$ cat src/rtl/wb_stage_if.sv
// rtl/wb_stage_if.sv - memory-stage to writeback-stage bundle and register-file write port
`ifndef OPCODE_WIDTH
`define OPCODE_WIDTH 11
`endif
`ifndef LOAD_WORD
`define LOAD_WORD 2
`endif

interface wb_stage_if #(
    parameter int DWIDTH      = 32,
    parameter int AWIDTH      = 5,
    parameter int FUNCT_WIDTH = 3
);
    logic                     wb_i_ce;
    logic [`OPCODE_WIDTH-1:0] wb_i_opcode;
    logic [FUNCT_WIDTH-1:0]   wb_i_funct3;
    logic [AWIDTH-1:0]        wb_i_rd_addr;
    logic [DWIDTH-1:0]        wb_i_rd_data;
    logic [DWIDTH-1:0]        wb_i_load_data;
    logic                     wb_i_rd_we;
    logic                     wb_i_flush;
    logic                     wb_i_rf_ready;
    logic                     wb_o_stall;
    logic                     wb_o_flush;
    logic                     wb_o_rf_we;
    logic [AWIDTH-1:0]        wb_o_rf_addr;
    logic [DWIDTH-1:0]        wb_o_rf_data;
    logic                     wb_o_fwd_valid;
    logic [AWIDTH-1:0]        wb_o_fwd_addr;
    logic [DWIDTH-1:0]        wb_o_fwd_data;
    logic                     wb_o_ce;
    logic [63:0]              wb_o_instret;

    modport master (
        output wb_i_ce, wb_i_opcode, wb_i_funct3, wb_i_rd_addr, wb_i_rd_data,
               wb_i_load_data, wb_i_rd_we, wb_i_flush, wb_i_rf_ready,
        input  wb_o_stall, wb_o_flush, wb_o_rf_we, wb_o_rf_addr, wb_o_rf_data,
               wb_o_fwd_valid, wb_o_fwd_addr, wb_o_fwd_data, wb_o_ce, wb_o_instret
    );

    modport slave (
        input  wb_i_ce, wb_i_opcode, wb_i_funct3, wb_i_rd_addr, wb_i_rd_data,
               wb_i_load_data, wb_i_rd_we, wb_i_flush, wb_i_rf_ready,
        output wb_o_stall, wb_o_flush, wb_o_rf_we, wb_o_rf_addr, wb_o_rf_data,
               wb_o_fwd_valid, wb_o_fwd_addr, wb_o_fwd_data, wb_o_ce, wb_o_instret
    );
endinterface

$ cat src/rtl/wb_stage.sv
// rtl/wb_stage.sv - writeback stage with 2-entry buffer, forwarding and retire counter
`ifndef OPCODE_WIDTH
`define OPCODE_WIDTH 11
`endif
`ifndef LOAD_WORD
`define LOAD_WORD 2
`endif

module wb_stage #(
    parameter int DWIDTH      = 32,
    parameter int AWIDTH      = 5,
    parameter int FUNCT_WIDTH = 3
) (
    input logic       wb_clk,
    input logic       wb_rst,
    wb_stage_if.slave bus
);
    logic [1:0]             count_q;
    logic                   head_q;
    logic                   ent_we_q   [2];
    logic [AWIDTH-1:0]      ent_addr_q [2];
    logic [DWIDTH-1:0]      ent_data_q [2];
    logic [FUNCT_WIDTH-1:0] ent_f3_q   [2];
    logic                   ce_q;
    logic                   flush_q;
    logic [63:0]            instret_q;

    logic                   head_valid;
    logic                   in_we;
    logic [DWIDTH-1:0]      in_data;
    logic                   accept;
    logic                   retire;
    logic                   tail_idx;
    logic                   young_idx;
    logic                   unused_bits;

    // Entry formation: rd=x0 never writes, load results take the load path.
    always_comb begin
        in_we   = bus.wb_i_rd_we && (bus.wb_i_rd_addr != '0);
        in_data = bus.wb_i_opcode[`LOAD_WORD] ? bus.wb_i_load_data : bus.wb_i_rd_data;
    end

    // Buffer control: stall comes purely from the occupancy register.
    always_comb begin
        head_valid = (count_q != 2'd0);
        accept     = bus.wb_i_ce && (count_q != 2'd2) && !bus.wb_i_flush;
        retire     = head_valid && (!ent_we_q[head_q] || bus.wb_i_rf_ready);
        tail_idx   = head_q ^ count_q[0];
        young_idx  = head_q ^ (count_q == 2'd2);
    end

    // Register-file port and forwarding view of the buffered writes, youngest first.
    always_comb begin
        bus.wb_o_stall     = (count_q == 2'd2);
        bus.wb_o_rf_we     = head_valid && ent_we_q[head_q];
        bus.wb_o_rf_addr   = head_valid ? ent_addr_q[head_q] : '0;
        bus.wb_o_rf_data   = head_valid ? ent_data_q[head_q] : '0;
        bus.wb_o_fwd_valid = 1'b0;
        bus.wb_o_fwd_addr  = '0;
        bus.wb_o_fwd_data  = '0;
        if (count_q == 2'd2 && ent_we_q[young_idx]) begin
            bus.wb_o_fwd_valid = 1'b1;
            bus.wb_o_fwd_addr  = ent_addr_q[young_idx];
            bus.wb_o_fwd_data  = ent_data_q[young_idx];
        end else if (head_valid && ent_we_q[head_q]) begin
            bus.wb_o_fwd_valid = 1'b1;
            bus.wb_o_fwd_addr  = ent_addr_q[head_q];
            bus.wb_o_fwd_data  = ent_data_q[head_q];
        end
        bus.wb_o_ce      = ce_q;
        bus.wb_o_flush   = flush_q;
        bus.wb_o_instret = instret_q;
    end

    // funct3 travels with the entry but nothing downstream consumes it yet.
    assign unused_bits = ^{bus.wb_i_opcode, ent_f3_q[0], ent_f3_q[1]};

    // Buffer storage, pointers, retire pulse and instruction counter.
    always_ff @(posedge wb_clk) begin
        if (!wb_rst) begin
            count_q   <= 2'd0;
            head_q    <= 1'b0;
            ce_q      <= 1'b0;
            flush_q   <= 1'b0;
            instret_q <= 64'd0;
            for (int i = 0; i < 2; i++) begin
                ent_we_q[i]   <= 1'b0;
                ent_addr_q[i] <= '0;
                ent_data_q[i] <= '0;
                ent_f3_q[i]   <= '0;
            end
        end else begin
            if (accept) begin
                ent_we_q[tail_idx]   <= in_we;
                ent_addr_q[tail_idx] <= bus.wb_i_rd_addr;
                ent_data_q[tail_idx] <= in_data;
                ent_f3_q[tail_idx]   <= bus.wb_i_funct3;
            end
            if (retire) begin
                head_q    <= ~head_q;
                instret_q <= instret_q + 64'd1;
            end
            case ({accept, retire})
                2'b10:   count_q <= count_q + 2'd1;
                2'b01:   count_q <= count_q - 2'd1;
                default: count_q <= count_q;
            endcase
            ce_q    <= retire;
            flush_q <= bus.wb_i_flush;
        end
    end
endmodule

$ cat src/flat_wrapper.sv
// flat-port wrapper written by rule: the top's interface ports become plain ports
module wb_stage_flat 
#(
    parameter int DWIDTH      = 32,
    parameter int AWIDTH      = 5,
    parameter int FUNCT_WIDTH = 3
)
  (wb_clk, wb_rst, bus_wb_i_ce, bus_wb_i_opcode, bus_wb_i_funct3, bus_wb_i_rd_addr, bus_wb_i_rd_data, bus_wb_i_load_data, bus_wb_i_rd_we, bus_wb_i_flush, bus_wb_i_rf_ready, bus_wb_o_stall, bus_wb_o_flush, bus_wb_o_rf_we, bus_wb_o_rf_addr, bus_wb_o_rf_data, bus_wb_o_fwd_valid, bus_wb_o_fwd_addr, bus_wb_o_fwd_data, bus_wb_o_ce, bus_wb_o_instret);
  wb_stage_if #(.DWIDTH(DWIDTH), .AWIDTH(AWIDTH), .FUNCT_WIDTH(FUNCT_WIDTH)) bus_i ();
  input logic wb_clk;
  input logic wb_rst;
  input wire logic [$bits(bus_i.wb_i_ce)-1:0] bus_wb_i_ce;
  input wire logic [$bits(bus_i.wb_i_opcode)-1:0] bus_wb_i_opcode;
  input wire logic [$bits(bus_i.wb_i_funct3)-1:0] bus_wb_i_funct3;
  input wire logic [$bits(bus_i.wb_i_rd_addr)-1:0] bus_wb_i_rd_addr;
  input wire logic [$bits(bus_i.wb_i_rd_data)-1:0] bus_wb_i_rd_data;
  input wire logic [$bits(bus_i.wb_i_load_data)-1:0] bus_wb_i_load_data;
  input wire logic [$bits(bus_i.wb_i_rd_we)-1:0] bus_wb_i_rd_we;
  input wire logic [$bits(bus_i.wb_i_flush)-1:0] bus_wb_i_flush;
  input wire logic [$bits(bus_i.wb_i_rf_ready)-1:0] bus_wb_i_rf_ready;
  output wire logic [$bits(bus_i.wb_o_stall)-1:0] bus_wb_o_stall;
  output wire logic [$bits(bus_i.wb_o_flush)-1:0] bus_wb_o_flush;
  output wire logic [$bits(bus_i.wb_o_rf_we)-1:0] bus_wb_o_rf_we;
  output wire logic [$bits(bus_i.wb_o_rf_addr)-1:0] bus_wb_o_rf_addr;
  output wire logic [$bits(bus_i.wb_o_rf_data)-1:0] bus_wb_o_rf_data;
  output wire logic [$bits(bus_i.wb_o_fwd_valid)-1:0] bus_wb_o_fwd_valid;
  output wire logic [$bits(bus_i.wb_o_fwd_addr)-1:0] bus_wb_o_fwd_addr;
  output wire logic [$bits(bus_i.wb_o_fwd_data)-1:0] bus_wb_o_fwd_data;
  output wire logic [$bits(bus_i.wb_o_ce)-1:0] bus_wb_o_ce;
  output wire logic [$bits(bus_i.wb_o_instret)-1:0] bus_wb_o_instret;
  assign bus_i.wb_i_ce = bus_wb_i_ce;
  assign bus_i.wb_i_opcode = bus_wb_i_opcode;
  assign bus_i.wb_i_funct3 = bus_wb_i_funct3;
  assign bus_i.wb_i_rd_addr = bus_wb_i_rd_addr;
  assign bus_i.wb_i_rd_data = bus_wb_i_rd_data;
  assign bus_i.wb_i_load_data = bus_wb_i_load_data;
  assign bus_i.wb_i_rd_we = bus_wb_i_rd_we;
  assign bus_i.wb_i_flush = bus_wb_i_flush;
  assign bus_i.wb_i_rf_ready = bus_wb_i_rf_ready;
  assign bus_wb_o_stall = bus_i.wb_o_stall;
  assign bus_wb_o_flush = bus_i.wb_o_flush;
  assign bus_wb_o_rf_we = bus_i.wb_o_rf_we;
  assign bus_wb_o_rf_addr = bus_i.wb_o_rf_addr;
  assign bus_wb_o_rf_data = bus_i.wb_o_rf_data;
  assign bus_wb_o_fwd_valid = bus_i.wb_o_fwd_valid;
  assign bus_wb_o_fwd_addr = bus_i.wb_o_fwd_addr;
  assign bus_wb_o_fwd_data = bus_i.wb_o_fwd_data;
  assign bus_wb_o_ce = bus_i.wb_o_ce;
  assign bus_wb_o_instret = bus_i.wb_o_instret;
  wb_stage #(.DWIDTH(DWIDTH), .AWIDTH(AWIDTH), .FUNCT_WIDTH(FUNCT_WIDTH)) u_core (.wb_clk(wb_clk), .wb_rst(wb_rst), .bus(bus_i));
endmodule
$ cat config.mk
export PLATFORM = sky130hd
export DESIGN_NAME = wb_stage_flat
export DESIGN_NICKNAME = d
export VERILOG_FILES = /design/src/rtl/wb_stage_if.sv /design/src/rtl/wb_stage.sv /design/src/flat_wrapper.sv
export SDC_FILE = /design/constraint.sdc
export NUM_CORES = 1
export LEC_CHECK = 0
export BUFFER_PORTS_ARGS = -buffer_cell sky130_fd_sc_hd__buf_2
export CAP_MARGIN = 20
export CORE_MARGIN = 2
export CORE_UTILIZATION = 47
export CTS_CLUSTER_DIAMETER = 100
export DETAILED_ROUTE_END_ITERATION = 10
export PLACE_DENSITY_LB_ADDON = 0.3
export SETUP_SLACK_MARGIN = 0.5
export SLEW_MARGIN = 20
export SYNTH_ARGS = -nofsm -noshare
export SYNTH_HDL_FRONTEND = slang
export SYNTH_SLANG_ARGS = --single-unit
export TNS_END_PERCENT = 1
$ cat constraint.sdc
create_clock -name wb_clk -period 2.4 [get_ports wb_clk]
set_input_delay 0.24 -clock wb_clk [delete_from_list [all_inputs] [get_ports wb_clk]]
set_output_delay 0.24 -clock wb_clk [all_outputs]
set_load 0.05 [all_outputs]
==> results.txt <==
Worst Reg-to-Reg Cells -> 6
Maximum clock path buffer count -> 2
Largest net degree at the start of global routing -> 70
Final WL -> 21,100 um
Pwr per Cell Area -> 770 mW/mm2
Endpoint of the worst-slack reg-to-reg timing path -> u_core.bus.wb_o_instret[37]
Cell depth of the worst hold path -> 2
Mean cell area of the mapped netlist -> 9.63 um2
Static leakage -> 4.22 nW
Die Outline Area -> 0.0166 mm2
Psw -> 0.00267 W
Slew of the pin with the lowest slew margin -> 0.804 ns
Count of TritonRoute iterations in the first routing pass -> 5
Setup TNS -> 0 ns
Data required time of the worst path -> 2.75 ns
Residual overflow from global routing -> 0
Setup crit end -> u_core.bus.wb_o_instret[37]
Max-slew violation count -> 0
X dimension of the die -> 129 um
Global-route wire length before repair -> 30,500 um
Routability-driven placement congestion ratio -> 0.864
Count of nets left with antenna violations after detail routing -> 0
Finish-stage setup viols -> 0
Seq/Total Area, Yosys -> 50.0%
Relative contribution of combinational cells to total power -> 28.8%
Slew Limit Headroom -> 46.3%
Share of layout cells above drive strength 1 -> 42.3%
Net count of the finished layout -> 1,088
Share of total power in the clock network -> 33.8%
Setup slack on the worst flop-to-flop path -> 0.20 ns
Cell with the largest stage delay on the worst path -> sky130_fd_sc_hd__or4_4
Via count of the first global-routing pass -> 6,039
Timing-limited maximum frequency -> 454 MHz
Post-detail-place hpwl -> 12,900 um
Count of buffer and inverter cells on the critical path -> 1
Worst setup EP type -> flop
Path category of the worst min-delay check -> in2reg
Hold Fails Final Rpt -> 0
Detailed Route Iter0 Violations -> 385
Tcrit/Tclk final -> 91.7%
Number of storage elements in the synthesis netlist -> 146
Largest cells by area after synthesis -> sky130_fd_sc_hd__edfxtp_1 30%, sky130_fd_sc_hd__dfxtp_1 20%, sky130_fd_sc_hd__mux2i_1 9.7%
Core ar. -> 0.0152 mm2
Min cycle time layout -> 2.20 ns
Status -> completed
Cell accounting for the most synthesized area -> sky130_fd_sc_hd__edfxtp_1
Hold buffer count at CTS -> 0
Share of async-settable or async-resettable flops after synthesis -> 0%
Largest incremental delay on the critical path -> 0.44 ns
Number of enable-type register cells in the synthesized netlist -> 74
Top cell type's share of synthesized area -> 30.3%
Max VDD drop -> 0.000491 V
Share of power burned in registers -> 37.4%
Clock tree from TritonCTS -> done
Crit. path cell count -> 6
Classification of the worst setup path -> reg2reg
Crit path setup slack, layout -> 0.200 ns
Largest delay contributor family on the critical path -> simple AND/OR/NAND/NOR gates
Number of clock sinks seen by CTS -> 146
Tot GR Track Use -> 23.3%
Starting density of the core -> 48.2%
Clock latency at the later pin of the worst-skew pair -> 0.41 ns
Die height -> 129 um
Clock root buffer -> sky130_fd_sc_hd__clkbuf_16
Row Count -> 45
Level count of the clock H-tree -> 4
Mapped Area -> 0.00732 mm2
Post-CTS clock slew at the launch and capture registers of the worst setup and hold paths -> 0.06 ns
Remaining design rule violation count -> 0
Num ports -> 232
Max Fanout on Critical Path -> 4
Overall Power -> 0.00799 W
Switching part of the total -> 33.4%
Skew final -> 0.00559 ns
Synth warnings -> 0
Number of fill cells -> 1,186
Placement Setup Slack -> 0.276 ns
Core Util, Final -> 68.2%
CP startpoint kind -> flop
Count of maximum capacitance violations -> 0
Critical path, cell by cell -> buf_6, mux2_4, a211o_4, or4_4, or4_1, a21oi_1
Ant diodes -> 0
Int Power -> 0.00532 W
Layout overhead on the synthesized area -> 41.6%
Average via count per standard cell -> 5.73
RSZ-0062 raised after global routing -> yes
Number of distinct library cells after synthesis -> 42
Initial antenna violation count -> 0
Avg WL per Cell -> 17.6 um
Number of buffers created by CTS -> 17
Cell count after synthesis -> 760
Most common flop cell mapped by yosys -> sky130_fd_sc_hd__edfxtp_1
Syn Nets -> 851
Arrival time at the worst endpoint -> 2.55 ns
Number of input and output port buffers inserted -> 218
Vias post-DR -> 6,862
==> final cells by class <==
class | count | area (um2) | share of cell area, %
clock inverter | 13 | 166 | 1.60
timing repair buffer | 265 | 1930 | 18.6
multi-input combinational | 549 | 3780 | 36.4
tap | 188 | 235 | 2.27
sequential | 146 | 3760 | 36.2
clock buffer | 19 | 433 | 4.17
inverter | 18 | 72.6 | 0.700
==> worst reg2reg max path, cell delays in order (launching register included) <==
cell	delay, ns
sky130_fd_sc_hd__dfxtp_4	0.35
sky130_fd_sc_hd__buf_6	0.11
sky130_fd_sc_hd__mux2_4	0.30
sky130_fd_sc_hd__a211o_4	0.36
sky130_fd_sc_hd__or4_4	0.44
sky130_fd_sc_hd__or4_1	0.42
sky130_fd_sc_hd__a21oi_1	0.15
==> per-stage QoR <==
stage	cell area, um2	cells	hold slack, ns
after floorplan	7590	760	0.362
after global placement	8940	1140	0.464
after detailed placement	8940	1140	0.475
after CTS	9970	1182	0.0478
after global routing	10400	1198	0.0732
final	10400	1198	0.0629
==> placed cells by master, fill, tap and decap left out, types with 20 or more instances in the layout <==
cell	Yosys	layout
sky130_fd_sc_hd__or3_1	32	31
sky130_fd_sc_hd__nor2_2	0	30
sky130_fd_sc_hd__dfxtp_2	0	28
sky130_fd_sc_hd__buf_6	1	30
sky130_fd_sc_hd__buf_2	3	182
sky130_fd_sc_hd__a22o_4	0	20
sky130_fd_sc_hd__a21oi_1	36	35
sky130_fd_sc_hd__dfxtp_1	72	28
sky130_fd_sc_hd__mux2i_1	71	71
sky130_fd_sc_hd__nand3_1	21	21
sky130_fd_sc_hd__xnor2_1	25	25
sky130_fd_sc_hd__nand2_1	26	24
sky130_fd_sc_hd__clkbuf_16	0	21
sky130_fd_sc_hd__o21ai_0	32	32
sky130_fd_sc_hd__edfxtp_1	74	74
sky130_fd_sc_hd__nor2_1	150	119
sky130_fd_sc_hd__buf_4	0	27
sky130_fd_sc_hd__nand4_1	25	25
==> sequential cells by signal, indices dropped and copies added (netlist names), named ones only <==
| register | cells |
|---|---|
| u_core.ent_data_q | 64 |
| u_core.count_q | 2 |
| u_core.ent_we_q | 2 |
| u_core.bus.wb_o_flush | 1 |
| u_core.bus.wb_o_ce | 1 |
| u_core.head_q | 1 |
| u_core.ent_addr_q | 10 |
| u_core.bus.wb_o_instret | 64 |
==> metal layers <==
metal	vias up	track usage (%)	share of wire, %
met5	-	0	0
met4	0	7.80	2.4
met3	37	5.53	6.2
met2	252	39.3	50
met1	3305	29.7	42
li1	3268	-	-
==> synth_stat cells (2+ instances only) <==
master                      count
sky130_fd_sc_hd__nand3_1       21
sky130_fd_sc_hd__edfxtp_1      74
sky130_fd_sc_hd__nor4_1        14
sky130_fd_sc_hd__or2_2          5
sky130_fd_sc_hd__buf_1          8
sky130_fd_sc_hd__inv_1         16
sky130_fd_sc_hd__nand4_1       25
sky130_fd_sc_hd__ha_1           2
sky130_fd_sc_hd__dfxtp_1       72
sky130_fd_sc_hd__or3_1         32
sky130_fd_sc_hd__xnor2_1       25
sky130_fd_sc_hd__nor2_1       150
sky130_fd_sc_hd__a21oi_1       36
sky130_fd_sc_hd__and4_1        10
sky130_fd_sc_hd__a22o_1        37
sky130_fd_sc_hd__clkbuf_1      35
sky130_fd_sc_hd__o31ai_1        7
sky130_fd_sc_hd__and2_1         4
sky130_fd_sc_hd__mux2i_1       71
sky130_fd_sc_hd__xor2_1         6
sky130_fd_sc_hd__or4_1          8
sky130_fd_sc_hd__a22oi_1        2
sky130_fd_sc_hd__nor2b_1        4
sky130_fd_sc_hd__o22ai_1        3
sky130_fd_sc_hd__o2111ai_1      2
sky130_fd_sc_hd__nand2_1       26
sky130_fd_sc_hd__buf_2          3
sky130_fd_sc_hd__o21ai_0       32
sky130_fd_sc_hd__o211ai_1       4
sky130_fd_sc_hd__nor3_1        14
==> worst min-delay path by stage <==
stage	from	to	slack, ns
after floorplan	bus_wb_i_flush	u_core.bus.wb_o_flush	0.36
after global placement	u_core.bus.wb_o_instret[33]	u_core.bus.wb_o_instret[33]	0.46
after detailed placement	u_core.bus.wb_o_instret[63]	u_core.bus.wb_o_instret[63]	0.48
after CTS	bus_wb_i_flush	u_core.bus.wb_o_flush	0.05
after global routing	bus_wb_i_flush	u_core.bus.wb_o_flush	0.07
final	bus_wb_i_flush	u_core.bus.wb_o_flush	0.06
==> power groups by stage <==
stage / registers, W / clock network [W] / logic, W
floorplan: 0.00302 / 0 / 0.00153
global placement: 0.00299 / 0 / 0.00206
detailed placement: 0.00300 / 0 / 0.00207
CTS: 0.00296 / 0.00273 / 0.00217
global route: 0.00301 / 0.00284 / 0.00243
finish: 0.00298 / 0.00270 / 0.00230
==> what timing repair did <==
item,in CTS,in global routing
setup buffers,8,9
gates resized for setup,96,43
setup endpoints to repair,107,236
gates cloned,2,7
pin swaps,3,20
==> logic make-up (layout without fill, tap and decap cells) <==
group | after synthesis | in the layout | share of synthesized area (%)
adders and majority gates | 2 | 2 | 0.342
xor gates and xnor gates | 31 | 31 | 3.71
and+or+nand+nor | 316 | 316 | 20.9
muxes | 73 | 73 | 10.1
AOI/OAI and AO/OA | 127 | 127 | 11.5
buffers and inverters | 65 | 315 | 3.49
DFF | 146 | 146 | 50.0
Note: power is estimated with default switching activity, not from simulation.
